$ cat src/rtl/shift_sequencer_if.sv
// Start/Busy/Done handshake bundle between the control unit and the shift sequencer.
// master = control unit (drives Start/InData/ShAmt/Dir[/Arith]); slave = shift_sequencer.
interface shift_sequencer_if #(
    parameter int WIDTH = 32
);
    logic             Start;
    logic [WIDTH-1:0] InData;
    logic [4:0]       ShAmt;
    logic             Dir;
`ifdef SHIFT_ARITH_EN
    logic             Arith;
`endif
    logic             Busy;
    logic             Done;
    logic [WIDTH-1:0] OutData;

`ifdef SHIFT_ARITH_EN
    modport master (
        output Start, InData, ShAmt, Dir, Arith,
        input  Busy, Done, OutData
    );
    modport slave (
        input  Start, InData, ShAmt, Dir, Arith,
        output Busy, Done, OutData
    );
`else
    modport master (
        output Start, InData, ShAmt, Dir,
        input  Busy, Done, OutData
    );
    modport slave (
        input  Start, InData, ShAmt, Dir,
        output Busy, Done, OutData
    );
`endif
endinterface

$ cat src/rtl/shift_sequencer.sv
// Multi-cycle shifter: one shift-by-2 stage (plus a final shift-by-1 for odd amounts)
// iterated over several cycles, driven through a Start/Busy/Done handshake.
// Ports: CLK, Reset (sync, active-high), bus (shift_sequencer_if.slave):
//   Start/InData/ShAmt/Dir in, Busy/Done/OutData out.
// Optional macro SHIFT_ARITH_EN adds bus.Arith for sign-filling right shifts.
module shift_sequencer #(
    parameter int WIDTH = 32
) (
    input  logic            CLK,
    input  logic            Reset,
    shift_sequencer_if.slave bus
);

    typedef enum logic [1:0] {
        IDLE = 2'd0,
        RUN  = 2'd1,
        DONE = 2'd2
    } state_t;

    state_t           state;
    state_t           state_nxt;
    logic [WIDTH-1:0] data;
    logic [WIDTH-1:0] data_shift;
    logic [4:0]       rem;
    logic [4:0]       rem_nxt;
    logic             dir;
    logic             fill;

`ifdef SHIFT_ARITH_EN
    logic arith;
    // An arithmetic right shift never changes the MSB, so the live
    // register MSB equals the latched operand's sign bit.
    assign fill = dir & arith & data[WIDTH-1];
`else
    assign fill = 1'b0;
`endif

    // State register
    always_ff @(posedge CLK) begin
        if (Reset) begin
            state <= IDLE;
        end else begin
            state <= state_nxt;
        end
    end

    // Remaining count after this cycle's step
    always_comb begin
        rem_nxt = 5'd0;
        if (rem >= 5'd2) begin
            rem_nxt = rem - 5'd2;
        end
    end

    // Next-state logic
    always_comb begin
        state_nxt = state;
        unique case (state)
            IDLE: begin
                if (bus.Start) begin
                    state_nxt = (bus.ShAmt != 5'd0) ? RUN : DONE;
                end
            end
            RUN: begin
                if (rem_nxt == 5'd0) begin
                    state_nxt = DONE;
                end
            end
            DONE: begin
                state_nxt = IDLE;
            end
            default: begin
                state_nxt = IDLE;
            end
        endcase
    end

    // Output logic
    always_comb begin
        bus.Busy    = (state == RUN) || (state == DONE);
        bus.Done    = (state == DONE);
        bus.OutData = data;
    end

    // One step of the shift datapath: by 2 unless only one bit is left
    always_comb begin
        data_shift = data;
        if (rem >= 5'd2) begin
            if (dir) begin
                data_shift = {{2{fill}}, data[WIDTH-1:2]};
            end else begin
                data_shift = {data[WIDTH-3:0], 2'b00};
            end
        end else if (rem == 5'd1) begin
            if (dir) begin
                data_shift = {fill, data[WIDTH-1:1]};
            end else begin
                data_shift = {data[WIDTH-2:0], 1'b0};
            end
        end
    end

    // Working register, remaining count and latched controls
    always_ff @(posedge CLK) begin
        if (Reset) begin
            data  <= '0;
            rem   <= 5'd0;
            dir   <= 1'b0;
`ifdef SHIFT_ARITH_EN
            arith <= 1'b0;
`endif
        end else begin
            unique case (state)
                IDLE: begin
                    if (bus.Start) begin
                        data  <= bus.InData;
                        rem   <= bus.ShAmt;
                        dir   <= bus.Dir;
`ifdef SHIFT_ARITH_EN
                        arith <= bus.Arith;
`endif
                    end
                end
                RUN: begin
                    data <= data_shift;
                    rem  <= rem_nxt;
                end
                default: begin
                end
            endcase
        end
    end

endmodule

$ cat src/flat_wrapper.sv
// flat-port wrapper written by rule: the top's interface ports become plain ports
module shift_sequencer_flat 
#(
    parameter int WIDTH = 32
)
  (CLK, Reset, bus_Start, bus_InData, bus_ShAmt, bus_Dir, bus_Busy, bus_Done, bus_OutData);
  shift_sequencer_if #(.WIDTH(WIDTH)) bus_i ();
  input  logic CLK;
  input  logic Reset;
  input wire logic [$bits(bus_i.Start)-1:0] bus_Start;
  input wire logic [$bits(bus_i.InData)-1:0] bus_InData;
  input wire logic [$bits(bus_i.ShAmt)-1:0] bus_ShAmt;
  input wire logic [$bits(bus_i.Dir)-1:0] bus_Dir;
  output wire logic [$bits(bus_i.Busy)-1:0] bus_Busy;
  output wire logic [$bits(bus_i.Done)-1:0] bus_Done;
  output wire logic [$bits(bus_i.OutData)-1:0] bus_OutData;
  assign bus_i.Start = bus_Start;
  assign bus_i.InData = bus_InData;
  assign bus_i.ShAmt = bus_ShAmt;
  assign bus_i.Dir = bus_Dir;
  assign bus_Busy = bus_i.Busy;
  assign bus_Done = bus_i.Done;
  assign bus_OutData = bus_i.OutData;
  shift_sequencer #(.WIDTH(WIDTH)) u_core (.CLK(CLK), .Reset(Reset), .bus(bus_i));
endmodule
$ cat config.mk
export PLATFORM = sky130hd
export DESIGN_NAME = shift_sequencer_flat
export DESIGN_NICKNAME = d
export VERILOG_FILES = /design/src/rtl/shift_sequencer_if.sv /design/src/rtl/shift_sequencer.sv /design/src/flat_wrapper.sv
export SDC_FILE = /design/constraint.sdc
export NUM_CORES = 1
export LEC_CHECK = 0
export BUFFER_PORTS_ARGS = -buffer_cell sky130_fd_sc_hd__buf_2
export CORE_MARGIN = 4
export CORE_UTILIZATION = 58
export CTS_BUF_LIST = sky130_fd_sc_hd__clkbuf_8
export CTS_CLUSTER_SIZE = 20
export DETAILED_ROUTE_END_ITERATION = 8
export MAX_ROUTING_LAYER = met4
export PLACE_DENSITY = 0.88
export SETUP_SLACK_MARGIN = 0.5
export SLEW_MARGIN = 20
export SYNTH_ARGS = -nofsm -noshare
export SYNTH_HDL_FRONTEND = slang
export SYNTH_SLANG_ARGS = --single-unit
$ cat constraint.sdc
create_clock -name CLK -period 3.65 [get_ports CLK]
set_input_delay 0.5475 -clock CLK [delete_from_list [all_inputs] [get_ports CLK]]
set_output_delay 0.5475 -clock CLK [all_outputs]
set_load 0.02 [all_outputs]
Yosys cells after proc, flatten, opt, wreduce, memory -nomap -nowiden. Index checks and enable logic that the tools add are counted.

Flip-flop bits (word level): 40. Input port bits: 41. Output and inout port bits: 34. Word-level logic and storage cells: 34.

Add/sub/neg operators: 1. Magnitude comparators: 1. Eq/ne operators: 6. Muxes and demuxes: 13. Reduce and logical (&&, ||, !) cells: 9.

Operator list (count): $mux W32 (5); $pmux W32 S2 (1); $mux W5 (2); $pmux W5 S2 (1); $mux W2 (3); $reduce_and A2 Y1 (3); $eq A5 B1 Y1 const B (1); $ge A5 B2 Y1 const B (1); $logic_not A5 Y1 (1); $reduce_bool A5 Y1 (1); $sub A5 B2 Y5 const B (1); $pmux W2 S2 (1); $ne A3 B3 Y1 const B (1); $reduce_and A3 Y1 (1); $eq A2 B1 Y1 const B (1); $eq A2 B2 Y1 const B (1); $logic_not A2 Y1 (1); $ne A2 B1 Y1 const B (1); $ne A2 B2 Y1 const B (1); $reduce_bool A2 Y1 (1); $logic_or A1 B1 Y1 (1).

Depth between registers and ports, before layout.
Word-level depth: 5. Mapped depth: 8. Mapped depth without buffers: 6.

Worst setup path before layout. Ideal clock, no wire load.

Kind: register to register. Start: register u_core.rem[1]. End: register u_core.data[16] (netlist: u_core.bus.OutData[16]). Setup time: 0.117 ns. Arrival time: 1.844 ns. Data required time: 3.533 ns. Setup slack: 1.688 ns. Stages on the path, launching flop included: 9. Path buffers: 2. Clock period less this slack: 1.962 ns. Cells stage by stage: dfxtp_1 -> inv_1 -> ha_1 -> or3b_1 -> clkbuf_1 -> clkbuf_2 -> o21ai_0 -> a31oi_1 -> a32o_1.

Cells in the longest elaborated chain, start to end: 3. Elaborated cells on any way between the ends: 6. Classes of those cells: order compare (1); eq/ne (2); mux (2); reduce/logical (1).

Ends and longest elaborated chain: start: declaration (RTL line shift_sequencer.sv:24) `logic [4:0] rem;`; start signal: assignment (RTL line shift_sequencer.sv:117) `rem <= bus.ShAmt;`; start signal: assignment (RTL line shift_sequencer.sv:126) `rem <= rem_nxt;`; $ge A5 B2 Y1 or $eq A5 B1 Y1 (tied branches) (RTL line shift_sequencer.sv:88, shift_sequencer.sv:94); $ne A3 B3 Y1 (no line) or $mux W32 (tied branches); $reduce_and A3 Y1 (no line) or $pmux W32 S2 (tied branches); end signal: assignment (RTL line shift_sequencer.sv:116) `data <= bus.InData;`; end signal: assignment (RTL line shift_sequencer.sv:125) `data <= data_shift;`; end: declaration (RTL line shift_sequencer.sv:22) `logic [WIDTH-1:0] data;`.

Parallel ways exist; a longest one is shown, timed or not. A chain may end at the register's enable or synchronous reset.

Final worst setup path.
Start: register u_core.state[0]. End: register u_core.data[21] (netlist: u_core.bus.OutData[21]).

Cells in the longest elaborated chain, start to end: 3. Elaborated cells on any way between the ends: 7. Classes of those cells: eq/ne (3); mux (1); reduce/logical (3).

Ends and longest elaborated chain: start: declaration (RTL line shift_sequencer.sv:20) `state_t state;`; start signal: assignment (RTL line shift_sequencer.sv:43) `state <= state_nxt;`; $eq A2 B1 Y1 or $logic_not A2 Y1 (tied branches) (RTL line shift_sequencer.sv:113) `unique case (state)`; $ne A3 B3 Y1 (no line) (tied with other cells); $reduce_and A3 Y1 (no line).

Parallel ways exist; a longest one is shown, timed or not.

==> impl_metrics.ini <==
[outcome]
status = completed

[floorplan]
core.rowCount = 24
fp.dieW_um = 75.8
die_h_um = 75.8
dieArea_um2 = 5740
ioPinCount = 75
coreArea_um2 = 4410
start_util_pct = 60.4

[finish]
mostFrequentLayoutCell = buf_2
antenna_cells = 0
layout_common_cells = buf_2, nand3_1, o21ai_0, dfxtp_1
area_delta_synth_final_pct = 15.8
nFillCells = 345
ff_latch_area_um2 = 801
multi_input_area_um2 = 1670
fin_util_pct = 69.9
fin_cells = 450
fin_nets = 442
drive_gt1_share_pct = 24.6

[setup_path]
worst-endpoint-required_ns = 3.84
end_kind = flip-flop
r2r_setup_slack_ns = 0.99
max_stage_delay_ns = 0.82
worstSetupPathType = flip-flop to flip-flop
rr_endpoint = u_core.bus.OutData[21]
cp-start-kind = flip-flop
cp_max_fo = 24
r2r_cells = 6
crit_chain = inv_1, ha_1, mux2i_1, a41o_1, nor2_4, a32o_1
r2r-start = u_core.state[0]
cp.arrival_ns = 2.85
critPathSlowestCell = mux2i_1

[sta]
setup_viol = 0
fin_crit_ns = 2.66
rsz0062_at_grt = no
skew_ns = 0.00899
slew_headroom_pct = 32.5
setup_slack_ns = 0.991
fmax_mhz = 376
fin_setup_tns_ns = 0
drv_slew = 0
tightestPinTransition_ns = 1.01
hold_viol_final = 0
fin_crit_sh_pct = 72.8

[cts]
h-tree-depth = 2
insertion_delay_ns = 0.29
cts_resized = 0
cts-root-buf = clkbuf_8
cts_sinks = 40
cts_tree = built
cts_hold_buf = 0
cts_buffer_depth = 2
cts_buffers = 5
cts_setup_buffers = 0
clk_pin_slew_ns = 0.08

[global_routing]
grt_max_degree = 43
grt_pass1_wl_um = 12500
globalRouteTotalUtil_pct = 27.9
overflow = 0
grt_pass1_vias = 2687
antenna_found_initial = 0

[pwr]
vdd_drop_max_v = 0.000303
p_sw_share_pct = 45.0
power.share.sequential_pct = 35.9
pwr-share-clk_pct = 18.3
power.switching_mw = 0.763
power.internal_mw = 0.930
cellPowerDensity_nw_per_um2 = 549
fin_total_pwr_mw = 1.69
p_comb_share_pct = 45.9
p_leak_nw = 1.21

[synth]
ys_seq_area_share_pct = 30.0
synth_edf_count = 0
synth-seq-cells = 40
ys.flop_type = dfxtp_1
synth_nets = 389
ys_async_sr_fraction_pct = 0
avgSynthCellArea_um2 = 7.75
synthCells = 344
synth_area_um2 = 2670
synth_cell_type_count = 46
yosys_warnings = 0

[detailed_routing]
wl_um = 7930
drt_iter0_markers = 431
drc = 0
vias = 3111
avgRoutedWirePerCell_um = 17.6
antenna_left = 0
vias_per_cell = 6.91
dr.pass1.iters = 5

[place]
port_buffers = 74
place_ws_ns = 1.06
dpl.hpwl_um = 5340
place_inst = 442
place.gp.congestion = 0.977

[worst_hold_path]
min_delay_path_depth = 3
min-delay-start = bus_Dir
min_path_type = primary input to flip-flop
worstHoldEndpoint = u_core.dir

[run]
max_cap_viol_count = 0
==> cells by family after synthesis <==
logic type | Yosys count | share of synthesized area (%)
muxes | 2 | 1.22
buffers and inverters | 45 | 7.84
adders and majority gates | 4 | 1.88
AOI/OAI and AO/OA | 134 | 35.5
and+or+nand+nor | 118 | 23.1
DFF | 40 | 30.0
xor gates and xnor gates | 1 | 0.329
==> state kept, by name, indices dropped and copies added (netlist names) <==
name / flops
u_core.bus.OutData: 32
u_core.dir: 1
u_core.rem: 5
u_core.state: 2
==> worst max-delay path: cells and delay by family (launching register included) <==
kind,cells,cell delay [ns]
mux,1,0.82
compound gates,2,0.78
flops,1,0.34
fa+ha+maj,1,0.29
simple gates,1,0.22
buf+inv,1,0.09
==> cell usage after synthesis, types with 4 or more instances <==
cell / number / area, um^2
inv_1: 9 / 33.8
ha_1: 4 / 50.1
nand2_1: 6 / 22.5
nand3b_1: 4 / 30.0
a31oi_1: 33 / 206
a32o_1: 27 / 270
dfxtp_1: 40 / 801
a21oi_1: 11 / 55.1
nor4b_1: 4 / 35.0
o21ai_0: 41 / 205
nand3_1: 52 / 260
buf_2: 13 / 65.1
nor2_1: 33 / 124
clkbuf_1: 18 / 67.6
nor2b_1: 4 / 25.0
==> per-stage QoR <==
step,hold WS [ns],cell area (um^2)
after global routing,0.531,3090
after global placement,0.486,2990
after CTS,0.508,3090
after floorplan,0.477,2670
final,0.514,3090
after detailed placement,0.502,2990
==> power groups by stage <==
| stage | Clock [mW] | Sequential [mW] | Combinational [mW] |
|---|---|---|---|
| finish | 0.309 | 0.607 | 0.777 |
| global route | 0.323 | 0.618 | 0.842 |
| CTS | 0.308 | 0.602 | 0.763 |
| detailed placement | 0 | 0.612 | 0.758 |
| global placement | 0 | 0.609 | 0.745 |
| floorplan | 0 | 0.668 | 0.505 |
==> layer usage <==
layer / wire length, um / track usage [%] / vias to the layer above / share of wire (%)
met5: 0 / - / - / 0
met2: 3620 / 40.6 / 236 / 46
met1: 3210 / 39.9 / 1413 / 40
met4: 116 / 6.99 / 0 / 1.5
li1: - / - / 1445 / -
met3: 990 / 5.01 / 17 / 12
==> layout make-up <==
| class | count | share of cell area [%] |
|---|---|---|
| multi-input combinational | 259 | 54.0 |
| sequential | 40 | 26.0 |
| timing repair buffer | 81 | 13.7 |
| clock buffer | 6 | 2.68 |
| tap | 52 | 2.11 |
| inverter | 10 | 1.22 |
| clock inverter | 2 | 0.324 |
==> worst max path at each step <==
stage / start / to / slack [ns] / depth (start not counted)
detailed placement: u_core.state[0] / u_core.bus.OutData[21] / 1.06 / 6
floorplan: u_core.rem[1] / u_core.bus.OutData[16] / 1.69 / 8
finish: u_core.state[0] / u_core.bus.OutData[21] / 0.99 / 6
global route: u_core.state[0] / u_core.bus.OutData[21] / 0.76 / 6
global placement: u_core.state[0] / u_core.bus.OutData[21] / 1.17 / 6
CTS: u_core.state[0] / u_core.bus.OutData[21] / 1.02 / 6
No activity file was read; power rests on OpenSTA's default activity.
